File: src/rtl/mmio_bus_arbiter.sv
// mmio_bus_arbiter: round-robin sharing of the FPro MMIO bus between N_M masters.
// Ports:
//   clk, reset              clock, asynchronous active-low reset
//   m_req/m_wr              per-master level request and write flag, held until ack
//   m_addr/m_wr_data        flattened per-master address and write data
//   m_ack                   one-cycle completion pulse to the served master
//   m_rd_data               registered read data, valid in the ack cycle
//   mmio_cs/wr/rd/addr/...  FPro bus towards the MMIO controller
//   mmio_rd_data            combinational read data from the slot
//   busy                    high while a transaction is on the bus or being acked
module mmio_bus_arbiter #(
   parameter int N_M = 2,
   parameter int AW  = 21
) (
   input  logic              clk,
   input  logic              reset,
   input  logic [N_M-1:0]    m_req,
   input  logic [N_M-1:0]    m_wr,
   input  logic [N_M*AW-1:0] m_addr,
   input  logic [N_M*32-1:0] m_wr_data,
   output logic [N_M-1:0]    m_ack,
   output logic [31:0]       m_rd_data,
   output logic              mmio_cs,
   output logic              mmio_wr,
   output logic              mmio_rd,
   output logic [AW-1:0]     mmio_addr,
   output logic [31:0]       mmio_wr_data,
   input  logic [31:0]       mmio_rd_data,
   output logic              busy
);
   localparam int IW = $clog2(N_M);
   typedef enum logic [1:0] {IDLE, BUS, ACK} state_t;
   state_t state, state_nx;
   logic [IW-1:0] last_grant, gnt_idx, winner, cand;
   logic any_req, wr_q;
   logic [AW-1:0] addr_v [N_M];
   logic [31:0] data_v [N_M];
   for (genvar g = 0; g < N_M; g++) begin : g_unpack
      assign addr_v[g] = m_addr[g*AW +: AW];
      assign data_v[g] = m_wr_data[g*32 +: 32];
   end
   // Search upward from the master after the last grant; first requester wins.
   always_comb begin
      winner = '0;
      cand = '0;
      any_req = 1'b0;
      for (int k = 1; k <= N_M; k++) begin
         cand = IW'((int'(last_grant) + k) % N_M);
         if (!any_req && m_req[cand]) begin
            any_req = 1'b1;
            winner = cand;
         end
      end
   end
   always_comb begin
      state_nx = (state == IDLE) ? (any_req ? BUS : IDLE) : (state == BUS) ? ACK : IDLE;
   end
   always_ff @(posedge clk or negedge reset) begin
      if (!reset) state <= IDLE;
      else state <= state_nx;
   end
   always_ff @(posedge clk or negedge reset) begin
      if (!reset) begin
         last_grant   <= IW'(N_M - 1);
         gnt_idx      <= '0;
         wr_q         <= 1'b0;
         mmio_addr    <= '0;
         mmio_wr_data <= '0;
         m_rd_data    <= '0;
      end else begin
         if (state == IDLE && any_req) begin
            last_grant   <= winner;
            gnt_idx      <= winner;
            wr_q         <= m_wr[winner];
            mmio_addr    <= addr_v[winner];
            mmio_wr_data <= data_v[winner];
         end
         if (state == BUS && !wr_q) m_rd_data <= mmio_rd_data;
      end
   end
   // Strobes decode straight from state so an asynchronous reset drops them at once.
   assign mmio_cs = (state == BUS);
   assign mmio_wr = mmio_cs & wr_q;
   assign mmio_rd = mmio_cs & ~wr_q;
   assign busy    = (state != IDLE);
   assign m_ack   = (state == ACK) ? (N_M'(1) << gnt_idx) : '0;
endmodule

File: config.mk
export PLATFORM = sky130hd
export DESIGN_NAME = mmio_bus_arbiter
export DESIGN_NICKNAME = d
export VERILOG_FILES = /design/src/rtl/mmio_bus_arbiter.sv
export SDC_FILE = /design/constraint.sdc
export NUM_CORES = 1
export LEC_CHECK = 0
export CAP_MARGIN = 10
export CORE_ASPECT_RATIO = 1.2
export CORE_MARGIN = 4
export CORE_UTILIZATION = 37
export DETAILED_ROUTE_END_ITERATION = 12
export PLACE_DENSITY = 0.84
export SLEW_MARGIN = 15
export SYNTH_ARGS = -nofsm -noshare
export SYNTH_HDL_FRONTEND = slang
export SYNTH_SLANG_ARGS = --single-unit
File: constraint.sdc
create_clock -name clk -period 1.5 [get_ports clk]
set_clock_uncertainty 0.2 [all_clocks]
set_input_delay 0.3 -clock clk [delete_from_list [all_inputs] [get_ports clk]]
set_output_delay 0.3 -clock clk [all_outputs]
set_load 0.05 [all_outputs]
==> flow_summary.json, run 1 <==
{
  "worst_ep_required_time_ns": 1.56,
  "whs_ns": 0.3096,
  "power_density_nw_per_um2": 2698,
  "endpoint_kind": "register",
  "drt-total-wl_mm": 16.74,
  "violations": "negative setup slack",
  "clock-sinks": 90,
  "routabilityCongestion": 0.8002,
  "synth_warnings": 0,
  "ant_nets": 0,
  "cts-root-buf": "clkbuf_16",
  "grt_pass1_wl_mm": 26.58,
  "ys_ff_latch": 90,
  "crit_chain": "or2_4, buf_8, nor2_4, buf_6, buf_12, buf_16, a2bb2oi_2",
  "grt-busiest-layer": "met2",
  "hp-start": "m_wr_data[23]",
  "final_core_util_pct": 74.38,
  "synth_cell_types": 23,
  "finalCritPeriodShare_pct": 121.7,
  "via_count": 3900,
  "final_area_um2": 9131,
  "grt_usage_pct": 23.05,
  "first_pass_iters": 4,
  "die_y_um": 131.7,
  "dieArea_um2": 14640,
  "clockBufferDepth": 2,
  "viasPerCell": 5.207,
  "first_iter_violations": 140,
  "globalRouteMet1Util_pct": 27.11,
  "synth.avg_cell_area_um2": 14.35,
  "placed_cell_area_um2": 8160,
  "wire_per_inst_um": 22.35,
  "slew_headroom_pct": 69.34,
  "min_period_ns": 1.826,
  "portBuffers": 234,
  "max_freq_mhz": 547.6,
  "met3_usage_pct": 4.775,
  "startpoint_type": "register",
  "seq_area_frac_synth_pct": 47.73,
  "final_nets": 728,
  "setup_viol": 95,
  "antenna_cells": 0,
  "coreArea_um2": 12280,
  "p_leak_uw": 0.003722,
  "layout_common_cells": "142 x clkdlybuf4s50_1, 108 x buf_12, 89 x dfrtp_1, 54 x nand2_1, 54 x a2bb2oi_2",
  "grt_pass1_vias": 4486,
  "min_path_type": "primary input to register",
  "cts_tree": "yes",
  "yosys_most_used_dff": "dfrtp_1",
  "max_stage_delay_ns": 0.43,
  "synthArstFlopShare_pct": 100.0,
  "area_growth_syn_to_layout_pct": 93.43,
  "cts_buffers": 9,
  "rows": 44,
  "yosysTopAreaCellShare_pct": 47.18,
  "syn-instance-count": 329,
  "dieWidth_um": 111.1,
  "insertion_delay_ns": 0.33,
  "cts.htree.levels": 3,
  "slew_violations": 0,
  "met2_usage_pct": 40.65,
  "final_common_cell": "clkdlybuf4s50_1",
  "start_util_pct": 38.45,
  "worst_slew_pin_slew_ns": 0.4599,
  "synth_edf_count": 0,
  "antenna_found_initial": 0,
  "syn_nets": 473,
  "max_cap_violations": 0,
  "timing.rr.start": "state[1]$_DFF_PN0_",
  "pin_count": 235,
  "worst_slack_ns": -0.3262,
  "hold_viol": 0,
  "drcViolationCount": 0,
  "grt_overflow_total": 0,
  "n_fill_cell": 747,
  "clk_pin_slew_worst_paths_ns": 0.07,
  "yosysTopAreaCell": "dfrtp_1",
  "grt_max_degree": 61,
  "crit_start": "state[1]$_DFF_PN0_",
  "path_max_fanout": 6,
  "synth_area_leaders": "dfrtp_1 47%, a211oi_2 13%, a2bb2oi_2 12%",
  "drive_gt1_share_pct": 51.19,
  "dpl.hpwl_mm": 11.04,
  "setup.worst_path.class": "register to register",
  "slowest_stage": "dfrtp_1",
  "outcome": "complete, but fails checks",
  "crit_arrival_ns": 1.89,
  "synthesis.area_um2": 4721,
  "ir_drop_uv": 1526,
  "rsz0062_at_grt": "yes"
}
metrics by stage:
stage | worst slack (ns) | setup TNS [ns] | instances | total power [µW]
after floorplan | -0.3699 | -11.48 | 329 | 13300
after global placement | -0.4053 | -22.69 | 709 | 19950
after detailed placement | -0.4423 | -25.53 | 709 | 20290
after CTS | -0.3304 | -20.24 | 751 | 24790
after global routing | -0.3711 | -23.95 | 749 | 25500
final | -0.3262 | -19.29 | 749 | 24640
critical path: cells and delay by family, from the launching register on:
family | cells | cell delay (ns)
flip-flops | 1 | 0.43
AND/OR/NAND/NOR | 2 | 0.42
buffers and inverters | 4 | 0.54
AO/OA/AOI/OAI | 1 | 0.16
state kept, by name (all words and copies together) (netlist names):
name          cells
wr_q              1
m_rd_data        32
state             2
last_grant        1
mmio_addr        21
mmio_wr_data     32
gnt_idx           1
cells by family after synthesis:
group | after synthesis | share of synthesized area [%]
AO/OA/AOI/OAI | 110 | 29.42
buffers and inverters | 33 | 6.414
flip-flops | 90 | 47.73
multiplexers | 34 | 10.42
AND/OR/NAND/NOR | 62 | 6.017
final timing paths:
check | end | slack (ns) | depth (start not counted)
max | mmio_wr_data[20]$_DFFE_PN0P_ | -0.33 | 7
min | mmio_wr_data[23]$_DFFE_PN0P_ | 0.31 | 3
max reg2reg | mmio_wr_data[20]$_DFFE_PN0P_ | -0.33 | 7
min reg2reg | m_rd_data[2]$_DFFE_PN0P_ | 0.38 | 1
max in group asynchronous | m_rd_data[3]$_DFFE_PN0P_ | 0.44 | 3
min in group asynchronous | mmio_wr_data[6]$_DFFE_PN0P_ | 0.32 | 3
Yosys cell counts, types with 2 or more instances:
master     instances
a211oi_1           5
a211oi_2          49
a2bb2oi_1         15
a2bb2oi_2         39
buf_12             3
buf_2             14
buf_4              5
buf_6              8
buf_8              3
dfrtp_1           89
mux2_1             2
mux2_2             3
mux2_4            29
nand2_1           54
nor2_4             2
nor2b_4            2
area by class of cell:
class	count	area, µm²	area share, %
clock buffers	10	239.0	2.617
clock inverters	5	62.56	0.6851
multi-input cells	206	2399	26.27
flip-flops and latches	90	2253	24.68
well taps	161	201.4	2.206
repair buffers	277	3976	43.55
metal layers:
layer  wire length (µm)  part of all wire, %
met5                  0                    0
met1               6244                   37
met2               8914                   53
met4                558                  3.3
met3               1020                  6.1
power breakdown:
part	internal (µW)	switching, µW
clock network	1340	991
logic	9160	7870
registers	3690	1580
repair_timing:
action | 4_1_cts | 5_1_grt
hold endpoints to repair | 89 | 0
cloned | 10 | 1
buffers inserted | 16 | 3
pin swaps | 10 | 9
hold buffers | 1 | 0
resized for setup | 48 | 16
endpoints found under the setup margin | 94 | 95
Note: power is estimated with default switching activity, not from simulation.
==> run 2: changes to the inputs <==
Settings changed: RECOVER_POWER set to 100, SKIP_CTS_REPAIR_TIMING set to 1.
==> run 2 against run 1 <==
Against the previous run: the run still ends with negative setup slack left; cell count grew 1.3%; routed wire length grew 2.6%; global-route usage shrank 3.0 points; setup slack lost 0.028 ns; clock power is essentially flat; utilization shrank 8.7 points; critical path depth shrank 3; count of clock-buffer cells in the layout is the same; combinational power shrank 18%; non-clock buffer count grew 10; cell area shrank 12%; largest cell class unchanged; highest routed layer unchanged.
==> flow_summary.json, run 2 (synthesis results as in run 1) <==
{
  "outcome": "complete, but fails checks",
  "violations": "negative setup slack",
  "ant_nets": 0,
  "via_count": 3904,
  "setup_viol": 95,
  "dieArea_um2": 14640,
  "path_delay_family": "flip-flops",
  "reg_top3": "m_rd_data x32, mmio_wr_data x32, mmio_addr x21",
  "crit_arrival_ns": 1.35,
  "dpl.hpwl_mm": 11.04,
  "power.total_uw": 20930,
  "startpoint_type": "register",
  "cts.htree.levels": 3,
  "grt_overflow_total": 0,
  "slew_headroom_pct": 60.54,
  "min_period_ns": 1.854,
  "ir_drop_uv": 1371,
  "placed_cell_area_um2": 8160,
  "grt_max_degree": 61,
  "first_pass_iters": 4,
  "p_leak_uw": 0.003354,
  "min_path_type": "register to register",
  "endpoint_kind": "output pin",
  "first_iter_violations": 127,
  "worst_slew_pin_slew_ns": 0.5919,
  "cts_buffers": 9,
  "start_util_pct": 38.45,
  "dieWidth_um": 111.1,
  "hp-start": "m_rd_data[2]$_DFFE_PN0P_",
  "coreArea_um2": 12280,
  "antenna_found_initial": 0,
  "routabilityCongestion": 0.8002,
  "timing.rr.start": "state[1]$_DFF_PN0_",
  "viasPerCell": 5.144,
  "crit_chain": "nor2b_4, nor2b_4, buf_12, buf_12",
  "worst_slack_ns": -0.3540,
  "drive_gt1_share_pct": 51.67,
  "portBuffers": 234,
  "worst_ep_required_time_ns": 1.00,
  "drcViolationCount": 0,
  "cts_tree": "yes",
  "final_core_util_pct": 65.70,
  "grt_usage_pct": 20.09,
  "grt_pass1_vias": 4214,
  "rows": 44,
  "hold_viol": 0,
  "rsz0062_at_grt": "yes",
  "wire_per_inst_um": 22.63,
  "fin_setup_tns_ns": -21.77,
  "final_nets": 738,
  "max_stage_delay_ns": 0.43,
  "clock-sinks": 90,
  "grt_pass1_wl_mm": 23.66,
  "slowest_stage": "dfrtp_1",
  "final_common_cell": "clkdlybuf4s50_1",
  "setup.worst_path.class": "register to output pin",
  "max_freq_mhz": 539.4,
  "max_cap_violations": 0,
  "drt-total-wl_mm": 17.17,
  "clockBufferDepth": 2,
  "crit_buf_inv": 2,
  "area_growth_syn_to_layout_pct": 70.85,
  "power_density_nw_per_um2": 2596,
  "crit_start": "state[1]$_DFF_PN0_",
  "antenna_cells": 0,
  "slew_violations": 0,
  "final_area_um2": 8065,
  "cts-root-buf": "clkbuf_16",
  "path_max_fanout": 5,
  "r2r_slack_ns": -0.31,
  "clk_pin_slew_worst_paths_ns": 0.07,
  "pin_count": 235,
  "finalCritPeriodShare_pct": 123.6,
  "die_y_um": 131.7,
  "insertion_delay_ns": 0.33,
  "layout_common_cells": "142 x clkdlybuf4s50_1, 89 x dfrtp_1, 58 x buf_4, 54 x nand2_1, 53 x a2bb2oi_2"
}
-- run 2: cell types whose count changed in the layout (fill, tap and decap cells not counted), sizes merged --
cell,previous run,this run
buf,133,93
clkbuf,11,61
-- run 2: report_power, final --
| group | internal (µW) | leakage, µW | total (µW) | switching (µW) |
|---|---|---|---|---|
| combinational | 6170 | 0.00218 | 14000 | 7800 |
| clock | 1340 | 0.000141 | 2310 | 970 |
| sequential | 3690 | 0.00103 | 4650 | 956 |
-- run 2: layout make-up --
class	instances	area [µm²]
clock inverters	5	62.56
multi-input cells	206	2325
well taps	161	201.4
clock buffers	10	239.0
fillers	884	4212
repair buffers	287	2984
flip-flops and latches	90	2253
-- run 2: path summary, 6_finish.rpt --
check / end / cells past startpoint
max: mmio_rd / 4
min: m_rd_data[2]$_DFFE_PN0P_ / 1
max reg2reg: gnt_idx$_DFFE_PN0P_ / 5
min reg2reg: m_rd_data[2]$_DFFE_PN0P_ / 1
max in group asynchronous: mmio_wr_data[0]$_DFFE_PN0P_ / 3
min in group asynchronous: m_rd_data[1]$_DFFE_PN0P_ / 3
-- run 2: stage by stage --
| step | cells | worst slack (ns) | hold WS, ns |
|---|---|---|---|
| floorplan | 329 | -0.3699 | -0.1956 |
| global placement | 709 | -0.4053 | 0.1220 |
| detailed placement | 709 | -0.4423 | 0.1366 |
| CTS | 724 | -0.4951 | -0.2304 |
| global route | 759 | -0.4033 | 0.3124 |
| finish | 759 | -0.3540 | 0.3139 |
-- run 2: metal layers --
layer,part of all wire [%],global-route usage [%],up-vias
li1,-,-,1750
met1,39,23.19,1947
met2,52,35.36,169
met3,5.5,4.545,38
met4,3.6,9.263,0
met5,0,0,-
==> run 3: changes to the inputs <==
Settings changed: CAP_MARGIN 10 to not set, CTS_CLUSTER_DIAMETER set to 200, PLACE_DENSITY 0.84 to 0.76.
==> run 3 against run 2 <==
Against the previous run: the run still ends with negative setup slack left; global-route usage increased by 0.52 points; setup slack barely moved; utilization grew 9.1 points; power up 18%; largest cell class unchanged; largest power group unchanged.
==> flow_summary.json, run 3 (synthesis results as in run 1) <==
{
  "ant_nets": 0,
  "clockBufferDepth": 2,
  "p_leak_uw": 0.003796,
  "register_area_um2": 2253,
  "dpl.hpwl_mm": 11.41,
  "drt-total-wl_mm": 16.51,
  "final_area_um2": 9176,
  "endpoint_kind": "output pin",
  "hold_viol": 0,
  "final_nets": 739,
  "routabilityCongestion": 0.7344,
  "worst_slack_ns": -0.3540,
  "rsz0062_at_grt": "yes",
  "min_path_type": "primary input to register",
  "setup.worst_path.class": "register to output pin",
  "insertion_delay_ns": 0.34,
  "cts_tree": "yes",
  "fin_cells": 761,
  "setup_viol": 95,
  "worst_slew_pin_slew_ns": 0.7609,
  "coreArea_um2": 12280,
  "grt_pass1_vias": 4255,
  "worst_ep_required_time_ns": 1.00,
  "first_iter_violations": 169,
  "timing.rr.start": "state[0]$_DFF_PN0_",
  "final_common_cell": "clkdlybuf4s50_1",
  "drive_gt1_share_pct": 51.83,
  "reg_top3": "m_rd_data x32, mmio_wr_data x32, mmio_addr x21",
  "max_cap_violations": 0,
  "place_inst": 720,
  "power_density_nw_per_um2": 2687,
  "area_growth_syn_to_layout_pct": 94.38,
  "grt_max_degree": 34,
  "path_max_fanout": 7,
  "multi_input_area_um2": 2332,
  "grt_pass1_wl_mm": 24.29,
  "portBuffers": 234,
  "first_pass_iters": 4,
  "fin_setup_tns_ns": -19.32,
  "via_count": 3887,
  "dieArea_um2": 14640,
  "crit_chain": "nor2b_4, nor2b_4, buf_12, buf_12",
  "startpoint_type": "register",
  "outcome": "complete, but fails checks",
  "crit_arrival_ns": 1.35,
  "slowest_stage": "dfrtp_1",
  "slew_violations": 0,
  "max_freq_mhz": 539.4,
  "hp-start": "m_addr[10]",
  "cts-root-buf": "clkbuf_16",
  "clk_pin_slew_worst_paths_ns": 0.07,
  "slew_headroom_pct": 49.27,
  "cts.htree.levels": 3,
  "dieWidth_um": 111.1,
  "clock-sinks": 90,
  "min_period_ns": 1.854,
  "viasPerCell": 5.108,
  "placed_cell_area_um2": 8268,
  "pin_count": 235,
  "rows": 44,
  "max_stage_delay_ns": 0.41,
  "violations": "negative setup slack",
  "wire_per_inst_um": 21.69,
  "crit_start": "state[0]$_DFF_PN0_",
  "die_y_um": 131.7,
  "layout_common_cells": "142 x clkdlybuf4s50_1, 108 x buf_12, 89 x dfrtp_1, 54 x nand2_1, 53 x a2bb2oi_2",
  "drcViolationCount": 0,
  "cts_buffers": 9,
  "finalCritPeriodShare_pct": 123.6,
  "antenna_found_initial": 0,
  "antenna_cells": 0,
  "n_fill_cell": 726,
  "grt_usage_pct": 20.61,
  "start_util_pct": 38.45,
  "grt_overflow_total": 0,
  "ir_drop_uv": 1876
}
==> run 3: area by class of cell <==
class	count	share of cell area, %
timing repair buffer	288	44.03
multi-input combinational	206	25.42
sequential	90	24.56
clock buffer	9	2.454
tap	161	2.195
clock inverter	7	1.350
==> run 3: worst paths after layout <==
kind / end / slack [ns] / depth (start not counted)
hold / removal: mmio_addr[10]$_DFFE_PN0P_ / 0.31 / 3
hold reg to reg: gnt_idx$_DFFE_PN0P_ / 0.37 / 1
setup reg to reg: mmio_addr[12]$_DFFE_PN0P_ / -0.28 / 7
setup / recovery: mmio_rd / -0.35 / 4
max in group asynchronous: last_grant$_DFFE_PN1P_ / 0.07 / 3
min in group asynchronous: mmio_wr_data[10]$_DFFE_PN0P_ / 0.37 / 2
==> run 3: layer usage <==
layer / track usage [%] / up-vias / wire length (µm)
met5: 0 / - / 0
met4: 7.437 / 0 / 412
met3: 4.729 / 25 / 778
met2: 37.25 / 139 / 9156
met1: 23.79 / 1968 / 6161
li1: - / 1755 / -
==> run 3: report_power, final <==
group | internal, µW | switching (µW) | leakage (µW)
Clock | 1650 | 1020 | 0.000172
Sequential | 3690 | 1560 | 0.00103
Combinational | 9020 | 7710 | 0.00259
==> run 3: worst max-delay path: cells and delay by family, from the launching register on <==
family                 cells  cell delay (ns)
DFF                        1             0.41
buffers and inverters      2             0.26
and+or+nand+nor            2             0.34
==> run 3: stage by stage <==
step | utilization, % | hold WS [ns] | power, µW | setup WS [ns]
floorplan | - | -0.1956 | 13300 | -0.3699
global placement | 67.35 | 0.04191 | 20140 | -0.4426
detailed placement | 67.35 | 0.04389 | 20420 | -0.4700
CTS | 70.19 | -0.3264 | 23160 | -0.5244
global route | 74.75 | 0.3118 | 25520 | -0.4086
finish | 74.75 | 0.3122 | 24650 | -0.3540
